`config.mk`:
```
export PLATFORM = sky130hd
export DESIGN_NAME = irq_pend_collector
export DESIGN_NICKNAME = d
export VERILOG_FILES = /design/src/rtl/irq_pend_pkg.sv /design/src/rtl/irq_sync_edge.sv /design/src/rtl/irq_pend_collector.sv
export SDC_FILE = /design/constraint.sdc
export NUM_CORES = 1
export LEC_CHECK = 0
export CAP_MARGIN = 30
export CORE_AREA = 5 5 62 119
export CTS_CLUSTER_DIAMETER = 200
export DETAILED_ROUTE_END_ITERATION = 10
export DIE_AREA = 0 0 67 124
export PLACE_DENSITY = 0.69
export SLEW_MARGIN = 20
export SYNTH_ARGS = -nofsm -noshare
export SYNTH_HDL_FRONTEND = slang
export SYNTH_HIERARCHICAL = 1
export SYNTH_SLANG_ARGS = --single-unit
```
`constraint.sdc`:
```
create_clock -name clk -period 4.8 [get_ports clk]
set_clock_uncertainty 0.15 [all_clocks]
set_input_delay 0.72 -clock clk [delete_from_list [all_inputs] [get_ports clk]]
set_output_delay 0.72 -clock clk [all_outputs]
set_load 0.01 [all_outputs]
```
`src/rtl/irq_pend_pkg.sv`:
```
// +----------------------------------------------------------------------+
// | irq_pend_pkg : shared types and constants for the IRQ pend collector |
// | rev 1.0                                                              |
// +----------------------------------------------------------------------+
`default_nettype none

package irq_pend_pkg;

  localparam int c_DEF_WIDTH = 8;
  localparam int IDX_W       = $clog2(c_DEF_WIDTH);

  typedef enum logic [1:0] {
    IDLE  = 2'd0,
    VALID = 2'd1,
    HOLD  = 2'd2
  } state_t;

endpackage

`default_nettype wire

```
`src/rtl/irq_sync_edge.sv`:
```
// +----------------------------------------------------------------------+
// | irq_sync_edge : multi-flop synchronizer with rising-edge detect      |
// | rev 1.0                                                              |
// +----------------------------------------------------------------------+
`default_nettype none

module irq_sync_edge #(
  parameter int WIDTH       = 8,
  parameter int SYNC_STAGES = 2
) (
  input  logic             clk,
  input  logic             rst_n,
  input  logic [WIDTH-1:0] i_async,
  output logic [WIDTH-1:0] o_sync,
  output logic [WIDTH-1:0] o_rise
);

  logic [SYNC_STAGES-1:0][WIDTH-1:0] r_chain;
  logic [WIDTH-1:0]                  r_prev;

  always_ff @(posedge clk or negedge rst_n) begin
    if (!rst_n) begin
      r_chain <= '0;
      r_prev  <= '0;
    end else begin
      r_chain <= {r_chain[SYNC_STAGES-2:0], i_async};
      r_prev  <= r_chain[SYNC_STAGES-1];
    end
  end

  assign o_sync = r_chain[SYNC_STAGES-1];
  assign o_rise = r_chain[SYNC_STAGES-1] & ~r_prev;

endmodule

`default_nettype wire

```
`src/rtl/irq_pend_collector.sv`:
```
// +----------------------------------------------------------------------+
// | irq_pend_collector : pending register + frozen snapshot for pen      |
// | rev 1.0                                                              |
// +----------------------------------------------------------------------+
`default_nettype none

module irq_pend_collector
  import irq_pend_pkg::*;
#(
  parameter int WIDTH       = c_DEF_WIDTH,
  parameter int SYNC_STAGES = 2,
  parameter int HOLDOFF_W   = 4
) (
  input  logic                     clk,
  input  logic                     rst_n,
  input  logic [WIDTH-1:0]         req_in,
  input  logic [WIDTH-1:0]         trig_edge,
  input  logic [WIDTH-1:0]         mask,
  input  logic [HOLDOFF_W-1:0]     holdoff,
  output logic [WIDTH-1:0]         pend_vec,
  output logic                     irq_valid,
  input  logic                     ack,
  input  logic [$clog2(WIDTH)-1:0] ack_id,
  output logic                     ack_err,
  output logic [WIDTH-1:0]         lost,
  input  logic                     lost_clr
);

  logic [WIDTH-1:0]     w_sync;
  logic [WIDTH-1:0]     w_rise;
  logic [WIDTH-1:0]     w_ack_onehot;
  logic [WIDTH-1:0]     w_clr;
  logic [WIDTH-1:0]     w_pending_nxt;
  logic [WIDTH-1:0]     w_lost_nxt;
  logic                 w_ack_take;
  logic                 w_ack_hit;

  state_t               r_state;
  logic [HOLDOFF_W-1:0] r_cnt;
  logic [WIDTH-1:0]     r_pending;
  logic [WIDTH-1:0]     r_pend_vec;
  logic                 r_irq_valid;
  logic                 r_ack_err;
  logic [WIDTH-1:0]     r_lost;

  irq_sync_edge #(
    .WIDTH       (WIDTH),
    .SYNC_STAGES (SYNC_STAGES)
  ) u_sync (
    .clk     (clk),
    .rst_n   (rst_n),
    .i_async (req_in),
    .o_sync  (w_sync),
    .o_rise  (w_rise)
  );

  // Out-of-range ack_id shifts the one-hot to zero, so it can never hit.
  assign w_ack_take   = ack && (r_state == VALID);
  assign w_ack_onehot = {{(WIDTH-1){1'b0}}, 1'b1} << ack_id;
  assign w_ack_hit    = w_ack_take && (|(w_ack_onehot & r_pend_vec));
  assign w_clr        = w_ack_hit ? (w_ack_onehot & trig_edge) : '0;

  assign w_pending_nxt = (trig_edge & (w_rise | (r_pending & ~w_clr)))
                       | (~trig_edge & w_sync);
  assign w_lost_nxt    = (r_lost & ~{WIDTH{lost_clr}})
                       | (trig_edge & w_rise & r_pending & ~w_clr);

  always_ff @(posedge clk or negedge rst_n) begin
    if (!rst_n) begin
      r_pending <= '0;
      r_lost    <= '0;
    end else begin
      r_pending <= w_pending_nxt;
      r_lost    <= w_lost_nxt;
    end
  end

  always_ff @(posedge clk or negedge rst_n) begin
    if (!rst_n) begin
      r_state     <= IDLE;
      r_cnt       <= '0;
      r_pend_vec  <= '0;
      r_irq_valid <= 1'b0;
      r_ack_err   <= 1'b0;
    end else begin
      r_ack_err <= 1'b0;
      case (r_state)
        IDLE: begin
          if (|(r_pending & mask)) begin
            r_pend_vec  <= r_pending & mask;
            r_irq_valid <= 1'b1;
            r_state     <= VALID;
          end
        end
        VALID: begin
          if (ack) begin
            r_pend_vec  <= '0;
            r_irq_valid <= 1'b0;
            r_ack_err   <= ~w_ack_hit;
            if (holdoff == '0) begin
              r_state <= IDLE;
            end else begin
              r_cnt   <= holdoff - HOLDOFF_W'(1);
              r_state <= HOLD;
            end
          end
        end
        HOLD: begin
          if (r_cnt == '0) begin
            r_state <= IDLE;
          end else begin
            r_cnt <= r_cnt - HOLDOFF_W'(1);
          end
        end
        default: r_state <= IDLE;
      endcase
    end
  end

  assign pend_vec  = r_pend_vec;
  assign irq_valid = r_irq_valid;
  assign ack_err   = r_ack_err;
  assign lost      = r_lost;

endmodule

`default_nettype wire

```
==> run metrics <==
run status=finished clean; largest net degree at the start of global routing=57; Max-Cap Viols=0; Cell Area, Placed=2918 sq um; CTS tree=yes; Top Ports=53; GPL Wtd Cong=0.8109; PostCTS Resize Cnt=0; die area=between 8000 and 9000 sq um; slowest stage cell on the critical path=o21ai_0; CTS H-tree depth=2; flops & latches, synth=56; max-slew violations=0; final setup vio count=0; worst hold endpoint=u_sync/o_sync[7]; setup_tns=0 ns; sw power=418.9 uW; Finished Cell Area=3070 sq um; worst-skew pair later-pin latency=between 0.2 and 0.3 ns; Fill cells=582; Logic pwr share=27.0%; slowest stage delay, CP=0.64 ns; initial DRC count=55; asr flop ratio synth=100.0%; crit path cell chain=clkdlybuf4s50_1, nand2_1, nand4_1, o21ai_0, buf_4, mux2i_1; Max Fclk=between 400 and 500 MHz; WL per Instance=14.84 um; worst r2r dst=pend_vec[3]; total number of vias=1655; Worst Path Arrival=~2.5 ns; first-pass GRT wire length=8.162 mm; RSZ-0062 raised after global routing=false; total CTS buffers=5; placed insts=335; initial core utilization=37.46%; hold path depth=0; YS warnings=6; drt pass-1 iters=4; leakage power total=0.001320 uW; total global-route track usage=a little over an eighth; cts hold-fix bufs=0; Post-synth EDFFs=0; Seq/Total Area, Yosys=59.29%; drt drc=0; synthesized area per cell=about 11 sq um; # rows=41; sequential share of power=between 40% and 50%; cell area after synthesis=2364 sq um; P per Cell Area=445.3 nW/um^2; CTS Buffer Depth=2; initial antenna violation count=0; Finished Layout Cells=343; Syn Nets=roughly 240; Int Pwr=948.3 uW; slack of the worst reg-to-reg path=2.83 ns; ratio of final minimum period to clock period=51.19%; post-CTS setup buffer count=0; post-synth cell types=34; root buffer cell=clkbuf_16; worst path required time=4.86 ns; Antenna Diode Count=0; Buffers on Ports=52; number of global-route vias before repair=1722; Total Routed Length=5.090 mm; Hold Crit Start=u_sync/r_chain[7]; Synth-to-Final Area Change=29.91%; ys flop type=dfrtp_1; post-layout net count=292; FF/Latch Area=1401 sq um; multi-input logic area=810.8 sq um; core area=between 6000 and 7000 sq um; HPWL after DPL=3.775 mm; crit end category=flop; Max IR drop VDD=between 0.2 and 0.25 mV; crit path max fanout=6; Mapped Cells=about 210; post-route ant nets=0; reg-to-reg startpoint=r_pending[0]; total gr overflow=0; Worst R2R Path Depth=5; kind of critical path=in -> reg; clock sinks=56; Worst-Margin Slew=0.7819 ns; Fin. Hold Viols=0; routed vias/inst=4.825; Clock Power Share=between 20% and 30%; Die H=124 um; die width=67 um; Slew HR=47.32%; Hold Path Class=reg -> reg; clk slew on worst S/H paths=approximately 0.07 ns; Min Clock Period, post-route=2.457 ns; layout cells sized above 1=under 10%; type of element launching the critical path=input pin; Net Sw Frac=between 30% and 40%
[metrics by stage]
stage                     power, uW  setup slack (ns)  utilization [%]  hold slack (ns)
after detailed placement       1007             2.072            46.24           0.1856
after global placement        996.8             2.122            46.24           0.1832
final                          1367             2.343            48.66           0.1987
after floorplan               832.2             2.978                -           0.1812
after CTS                      1383             2.356            48.66           0.2022
after global routing           1443             2.219            48.66           0.2147
[worst max-delay path by stage]
stage / start / end / depth (start not counted)
after floorplan: ack_id[0] / ack_err / 4
final: mask[3] / pend_vec[3] / 6
after CTS: mask[0] / pend_vec[3] / 6
after detailed placement: mask[2] / pend_vec[3] / 6
after global placement: mask[7] / pend_vec[1] / 6
after global routing: mask[2] / pend_vec[1] / 6
[routing by layer]
metal,up-vias,share of wire [%],GRT usage (%)
met5,-,0,0
met4,0,1.8,5.083
met3,8,5.4,3.610
met2,46,55,23.91
met1,810,38,14.12
li1,791,-,-
[layout make-up]
cell class | count | area share (%)
clock buffers | 5 | 4.075
clock inverters | 3 | 0.8965
inverters | 18 | 2.200
multi-input cells | 121 | 26.41
flip-flops and latches | 56 | 45.64
well taps | 86 | 3.504
repair buffers | 54 | 17.28
[cell families after synthesis]
group / synth area share, %
simple gates: 17.68
compound gates: 9.317
flops: 59.29
buf+inv: 6.405
mux: 6.776
fa+ha+maj: 0.5293
[power by group through the flow]
stage | combinational, uW | clock [uW] | sequential (uW)
3_3_place_gp | 367 | 0 | 630
2_1_floorplan | 201 | 0 | 631
5_1_grt | 408 | 397 | 637
3_5_place_dp | 374 | 0 | 634
6_report | 370 | 373 | 625
4_1_cts | 375 | 382 | 625
[sequential cells by signal, indices dropped and copies added (netlist names)]
register and cells:
r_pending 8, u_sync/r_chain 8, u_sync/o_sync 8, lost 8, irq_valid 1, ack_err 1, u_sync/r_prev 8, r_cnt 4
r_state 2, pend_vec 8
[cells in the final DEF (no fill, tap or decap)]
cell type,count
mux2_2,1
nand2b_1,4
mux4_1,1
mux2i_1,10
nand2_1,33
a31oi_1,8
buf_4,2
nand3_1,3
nor4_2,1
dfrtp_1,56
mux4_2,1
buf_2,1
a2bb2oi_1,1
o22ai_1,8
o311a_1,1
nor2b_4,9
nor4_1,2
inv_1,18
nor2b_1,1
and3b_1,1
clkbuf_16,5
inv_8,1
nand3b_1,1
a211oi_2,1
a21oi_1,2
and2b_1,2
o21ai_0,10
o31ai_1,1
clkinv_4,1
ha_1,1
nand4_1,3
clkinvlp_4,1
clkdlybuf4s50_1,51
o22ai_2,1
nor2_1,13
o311ai_0,1
[Yosys cell counts (2+ instances only)]
library cell  instances  share of area [%]
dfrtp_1              56                 59
nand2_1              33                5.2
inv_1                18                2.9
nor2_1               13                2.1
mux2i_1              10                4.2
o21ai_0              10                2.1
nor2b_4               9                5.2
a31oi_1               8                2.1
buf_4                 8                2.5
o22ai_1               8                2.1
nand2b_1              4                1.1
nand3_1               3               0.64
nand4_1               3               0.79
a21oi_1               2               0.42
and2b_1               2               0.64
nor4_1                2               0.53
[worst max-delay path: cells and delay by family]
family	cells	cell delay [ns]
AO/OA/AOI/OAI	1	0.64
buffers and inverters	2	0.72
multiplexers	1	0.21
AND/OR/NAND/NOR	2	0.22
Power figures use the tool's default switching activity.
